--- src/rtl/led_sequencer_if.sv ---
// led_sequencer_if: control and LED bundle between the board top and the
// LED pattern sequencer.
//   EN      - prescaler enable (1 = pattern runs, 0 = frozen)
//   MODE    - pattern select: 00 chase, 01 bounce, 10 blink all, 11 off
//   BRIGHT  - PWM duty for lit red LEDs, 0 = dark
//   RLED1-4 - red LEDs, active-high
//   GLED5   - green pattern-cycle marker
//   STEP    - one-cycle pulse per pattern step
// master: board/controller side; slave: the sequencer.
interface led_sequencer_if #(
  parameter int PWM_BITS = 8
);
  logic                EN;
  logic [1:0]          MODE;
  logic [PWM_BITS-1:0] BRIGHT;
  logic                RLED1;
  logic                RLED2;
  logic                RLED3;
  logic                RLED4;
  logic                GLED5;
  logic                STEP;

  modport master (
    output EN, MODE, BRIGHT,
    input  RLED1, RLED2, RLED3, RLED4, GLED5, STEP
  );

  modport slave (
    input  EN, MODE, BRIGHT,
    output RLED1, RLED2, RLED3, RLED4, GLED5, STEP
  );
endinterface

--- src/rtl/led_sequencer.sv ---
// led_sequencer: divides CLK_IN into a slow step tick and advances a
// four-LED red pattern (chase, bounce, blink) on each tick. Lit LEDs are
// dimmed by a free-running PWM; the green LED toggles once per completed
// pattern cycle.
//   CLK_IN - system clock, all state on its rising edge
//   RST_IN - asynchronous, active-high reset
//   bus    - led_sequencer_if.slave (EN, MODE, BRIGHT in; RLED1-4, GLED5,
//            STEP out, all outputs registered)
// Parameters: STEP_DIV (clock cycles per step, >= 2), PWM_BITS (PWM and
// BRIGHT width).
module led_sequencer #(
  parameter int STEP_DIV = 1200000,
  parameter int PWM_BITS = 8
) (
  input  logic            CLK_IN,
  input  logic            RST_IN,
  led_sequencer_if.slave  bus
);

  localparam int                PRE_W    = (STEP_DIV > 1) ? $clog2(STEP_DIV) : 1;
  localparam logic [PRE_W-1:0]  PRE_LAST = PRE_W'(STEP_DIV - 1);

  typedef enum logic [1:0] {
    MODE_CHASE  = 2'b00,
    MODE_BOUNCE = 2'b01,
    MODE_BLINK  = 2'b10,
    MODE_OFF    = 2'b11
  } mode_t;

  logic [PRE_W-1:0]    prescaler;
  logic [PWM_BITS-1:0] pwm_cnt;

  logic [1:0] pos;
  logic       dir;        // 0 = up, 1 = down
  logic       phase;
  mode_t      cur_mode;
  logic       green;

  logic       tick_p0;
  logic       pwm_on_p0;
  logic [3:0] sel_p0;

  logic [3:0] rled_p1;
  logic       gled_p1;
  logic       step_p1;

  // ---- stage p0: step tick, PWM compare and LED selection from current state
  // EN gates the tick directly, so dropping EN on the terminal count cycle
  // suppresses that tick while the prescaler holds and retries it later.
  assign tick_p0   = bus.EN && (prescaler == PRE_LAST);
  assign pwm_on_p0 = (pwm_cnt < bus.BRIGHT);

  always_comb begin
    sel_p0 = 4'b0000;
    case (cur_mode)
      MODE_CHASE,
      MODE_BOUNCE: sel_p0 = 4'b0001 << pos;
      MODE_BLINK:  sel_p0 = phase ? 4'b1111 : 4'b0000;
      default:     sel_p0 = 4'b0000;
    endcase
  end

  always_ff @(posedge CLK_IN or posedge RST_IN) begin
    if (RST_IN) begin
      prescaler <= '0;
      pwm_cnt   <= '0;
    end else begin
      pwm_cnt <= pwm_cnt + PWM_BITS'(1);
      if (bus.EN) begin
        prescaler <= (prescaler == PRE_LAST) ? '0 : prescaler + PRE_W'(1);
      end
    end
  end

  // Pattern FSM. A tick that sees a new MODE only re-enters that pattern at
  // its start; it does not also advance.
  always_ff @(posedge CLK_IN or posedge RST_IN) begin
    if (RST_IN) begin
      pos      <= 2'd0;
      dir      <= 1'b0;
      phase    <= 1'b0;
      cur_mode <= MODE_CHASE;
      green    <= 1'b0;
    end else if (tick_p0) begin
      if (mode_t'(bus.MODE) != cur_mode) begin
        cur_mode <= mode_t'(bus.MODE);
        pos      <= 2'd0;
        dir      <= 1'b0;
        phase    <= 1'b0;
      end else begin
        case (cur_mode)
          MODE_CHASE: begin
            pos <= pos + 2'd1;
            if (pos == 2'd3) begin
              green <= ~green;
            end
          end
          MODE_BOUNCE: begin
            // Endpoints reverse immediately so each is shown once per sweep.
            if (!dir) begin
              if (pos == 2'd3) begin
                pos <= 2'd2;
                dir <= 1'b1;
              end else begin
                pos <= pos + 2'd1;
              end
            end else begin
              if (pos == 2'd0) begin
                pos <= 2'd1;
                dir <= 1'b0;
              end else begin
                pos <= pos - 2'd1;
                if (pos == 2'd1) begin
                  green <= ~green;
                end
              end
            end
          end
          MODE_BLINK: phase <= ~phase;
          default: ;
        endcase
      end
    end
  end

  // ---- stage p1: registered LED and step outputs
  always_ff @(posedge CLK_IN or posedge RST_IN) begin
    if (RST_IN) begin
      rled_p1 <= 4'b0000;
      gled_p1 <= 1'b0;
      step_p1 <= 1'b0;
    end else begin
      rled_p1 <= sel_p0 & {4{pwm_on_p0}};
      gled_p1 <= green;
      step_p1 <= tick_p0;
    end
  end

  assign bus.RLED1 = rled_p1[0];
  assign bus.RLED2 = rled_p1[1];
  assign bus.RLED3 = rled_p1[2];
  assign bus.RLED4 = rled_p1[3];
  assign bus.GLED5 = gled_p1;
  assign bus.STEP  = step_p1;

endmodule

--- src/flat_wrapper.sv ---
// flat-port wrapper written by rule: the top's interface ports become plain ports
module led_sequencer_flat 
#(
  parameter int STEP_DIV = 1200000,
  parameter int PWM_BITS = 8
)
  (CLK_IN, RST_IN, bus_EN, bus_MODE, bus_BRIGHT, bus_RLED1, bus_RLED2, bus_RLED3, bus_RLED4, bus_GLED5, bus_STEP);
  led_sequencer_if #(.PWM_BITS(PWM_BITS)) bus_i ();
  input  logic CLK_IN;
  input  logic RST_IN;
  input wire logic [$bits(bus_i.EN)-1:0] bus_EN;
  input wire logic [$bits(bus_i.MODE)-1:0] bus_MODE;
  input wire logic [$bits(bus_i.BRIGHT)-1:0] bus_BRIGHT;
  output wire logic [$bits(bus_i.RLED1)-1:0] bus_RLED1;
  output wire logic [$bits(bus_i.RLED2)-1:0] bus_RLED2;
  output wire logic [$bits(bus_i.RLED3)-1:0] bus_RLED3;
  output wire logic [$bits(bus_i.RLED4)-1:0] bus_RLED4;
  output wire logic [$bits(bus_i.GLED5)-1:0] bus_GLED5;
  output wire logic [$bits(bus_i.STEP)-1:0] bus_STEP;
  assign bus_i.EN = bus_EN;
  assign bus_i.MODE = bus_MODE;
  assign bus_i.BRIGHT = bus_BRIGHT;
  assign bus_RLED1 = bus_i.RLED1;
  assign bus_RLED2 = bus_i.RLED2;
  assign bus_RLED3 = bus_i.RLED3;
  assign bus_RLED4 = bus_i.RLED4;
  assign bus_GLED5 = bus_i.GLED5;
  assign bus_STEP = bus_i.STEP;
  led_sequencer #(.STEP_DIV(STEP_DIV), .PWM_BITS(PWM_BITS)) u_core (.CLK_IN(CLK_IN), .RST_IN(RST_IN), .bus(bus_i));
endmodule
--- config.mk ---
export PLATFORM = sky130hd
export DESIGN_NAME = led_sequencer_flat
export DESIGN_NICKNAME = d
export VERILOG_FILES = /design/src/rtl/led_sequencer_if.sv /design/src/rtl/led_sequencer.sv /design/src/flat_wrapper.sv
export SDC_FILE = /design/constraint.sdc
export NUM_CORES = 1
export LEC_CHECK = 0
export BUFFER_PORTS_ARGS = -buffer_cell sky130_fd_sc_hd__buf_2
export CORE_MARGIN = 1.5
export CORE_UTILIZATION = 50
export CTS_CLUSTER_SIZE = 14
export DETAILED_ROUTE_END_ITERATION = 7
export PLACE_DENSITY = 0.69
export SLEW_MARGIN = 25
export SYNTH_ARGS = -nofsm -noshare
export SYNTH_HDL_FRONTEND = slang
export SYNTH_SLANG_ARGS = --single-unit
export TNS_END_PERCENT = 10
--- constraint.sdc ---
create_clock -name CLK_IN -period 5.5 [get_ports CLK_IN]
set_input_delay 0.275 -clock CLK_IN [delete_from_list [all_inputs] [get_ports CLK_IN]]
set_output_delay 0.275 -clock CLK_IN [all_outputs]
set_load 0.02 [all_outputs]
==> results.ini <==
[power_and_ir_drop]
clockPowerShare=0.405
switchingPower_mw=0.172
leakagePower_nw=1.21
p_int_mw=0.562
p_sw_frac=0.234
ir_drop_mv=0.252
combPwrFrac=0.097
p_seq_frac=0.498
power_density_nw_per_um2=293

[floorplan]
core_sq_um=4120
core.rowCount=23
chipHeight_um=69.4
die_w_um=69.4
die-area_sq_um=4810
initial_core_util=0.535
io_pins=19

[worst_setup_path]
regToRegStartpoint=u_core.prescaler[0]
arrival_ps=2350
cp_max_fo=16
crit_type=flip-flop to flip-flop
reg2reg_depth=5
ff2ff_setup_slack_ps=3320
crit_required_ps=5680
endpoint=u_core.cur_mode[0]
start_kind=flip-flop
startpoint=u_core.prescaler[0]
endpoint_kind=flip-flop
r2r_end=u_core.cur_mode[0]

[sta]
post-route-period-util=0.396
drv_slew=0
fin_crit_ps=2180
finalSetupViolations=0
skew_ps=3.12
hold_viol=0
fmax_mhz=460
worst_pin_slew_ps=807
final.setup.tns_ps=0
slew_headroom=0.458
rsz0062_at_grt=false

[cts]
cts_root_buffer=clkbuf_8
cts_setup_buffers=0
h-tree-depth=2
clock_latency_ps=290
numCtsBuffers=5
clk_pin_slew_worst_paths_ps=80
cts_tree=done
hold_buffers=0
cts_resized=0
clockBufferDepth=2
cts_sinks=42

[global_route]
grt_max_degree=43
grt_pass1_wl_um=6600
grt_pass1_vias=1466
antenna_found_initial=0
track_usage=0.169
grt_overflow_total=0

[layout]
antenna_cells=0
nets=257
drive_above_1_share=0.168
mostFrequentLayoutCell=dfrtp_1
mostFrequentLayoutCells=42 x dfrtp_1, 23 x nor2_1, 19 x xnor2_1
fin_util=0.608
syn_to_final_growth_pct=13.5
num-fill-cells=344

[detailed_routing]
drt-pass1-iter-count=4
routed_wl_um=3520
postRouteAntennaNets=0
vias_per_cell=5.33
routedWlPerCell_um=12.5
drc=0
vias=1503
drt-initial-drc-count=59

[yosys]
synth_cells=206
yosysWarnings=0
netlist_area_sq_um=2200
synth_cell_types=37
avgSynthCellArea_sq_um=10.7
synthesis.nets=232
ys_ff_latch=42
seq_area_frac_synth=0.477

[placed_design]
dp_hpwl_um=2560
routabilityCongestion=0.763
io_buffers=18

[run]
drv_cap=0

[hold_path]
hold_path_class=input pin to asynchronous set/reset pin

[run_status]
status=finished, final reports clean

-- worst min path at each step --
stage / end / slack, ps
floorplan: u_core.bus.GLED5 / 370
global placement: u_core.bus.GLED5 / 380
detailed placement: u_core.bus.GLED5 / 390
CTS: u_core.pwm_cnt[6] / 110
global route: u_core.pwm_cnt[6] / 180
finish: u_core.pwm_cnt[6] / 90
-- synth_stat cells, drive strengths merged --
cell type | count | area share
o22ai | 1 | 0.0028
ha | 13 | 0.074
o41ai | 1 | 0.0074
nand4b | 2 | 0.0080
o211ai | 1 | 0.0034
or2b | 2 | 0.0074
nand4bb | 1 | 0.0051
nor2 | 23 | 0.039
xor2 | 8 | 0.032
a21oi | 8 | 0.018
nand4 | 9 | 0.042
nand2 | 12 | 0.020
o31ai | 1 | 0.0034
buf | 1 | 0.0023
nand2b | 2 | 0.0091
a2111oi | 1 | 0.0068
dfrtp | 42 | 0.48
and4bb | 1 | 0.0057
nor4 | 6 | 0.031
xnor2 | 19 | 0.076
nand3 | 13 | 0.032
o21ai | 10 | 0.023
inv | 14 | 0.024
and2 | 1 | 0.0028
o21a | 1 | 0.0034
mux2 | 1 | 0.0051
and3 | 6 | 0.017
nor2b | 1 | 0.0028
mux2i | 2 | 0.0091
and4 | 2 | 0.0080
a21o | 1 | 0.0034
-- metal layers --
metal  wire (um)  GRT usage  up-vias  part of all wire
met5           0          0        -                 0
met4          49     0.0654        0             0.014
met3         108     0.0363        6             0.031
met2        1540      0.266       21              0.44
met1        1820      0.228      704              0.52
li1            -          -      772                 -
-- final cells by class --
type	count	area, sq um	area share
inverters	14	52.6	0.0210
multi-input cells	149	1090	0.438
clock buffers	6	82.6	0.0330
clock inverters	2	60.1	0.0240
well taps	50	62.6	0.0250
flip-flops and latches	42	1050	0.420
repair buffers	19	97.6	0.0390
-- power groups by stage --
stage | combinational [mW] | sequential, mW | clock [mW]
after floorplan | 0.0563 | 0.366 | 0
final | 0.0714 | 0.365 | 0.297
after global routing | 0.0823 | 0.369 | 0.317
after CTS | 0.0729 | 0.365 | 0.304
after global placement | 0.0715 | 0.369 | 0
after detailed placement | 0.0732 | 0.371 | 0
-- metrics by stage --
stage                     area [sq um]  std cells  hold WS [ps]  worst slack, ps  power, mW
after detailed placement          2360        274           385             3330      0.444
after global placement            2360        274           382             3370      0.441
after global routing              2500        282           176             3100      0.769
after CTS                         2500        282           115             3310      0.742
after floorplan                   2200        206           372             3780      0.422
final                             2500        282          89.6             3320      0.733
-- kinds of logic after synthesis --
kind of cell | Yosys count | synth area share
AOI/OAI and AO/OA | 25 | 0.0716
DFF | 42 | 0.477
and+or+nand+nor | 81 | 0.230
buffers and inverters | 15 | 0.0261
adders and majority gates | 13 | 0.0738
muxes | 3 | 0.0142
xor gates and xnor gates | 27 | 0.107
-- sequential cells by signal, indices dropped and copies added (netlist names), 2 cells and up --
| register | cells |
|---|---|
| u_core.cur_mode | 2 |
| u_core.pos | 2 |
| u_core.rled_p1 | 4 |
| u_core.prescaler | 21 |
| u_core.pwm_cnt | 8 |
-- critical path, stage by stage (launching register included) --
cell	delay, ps
dfrtp_1	390
ha_1	200
and3_1	250
nand2b_4	80
nor4_4	740
mux2_2	400
No activity file was read; power rests on OpenSTA's default activity.
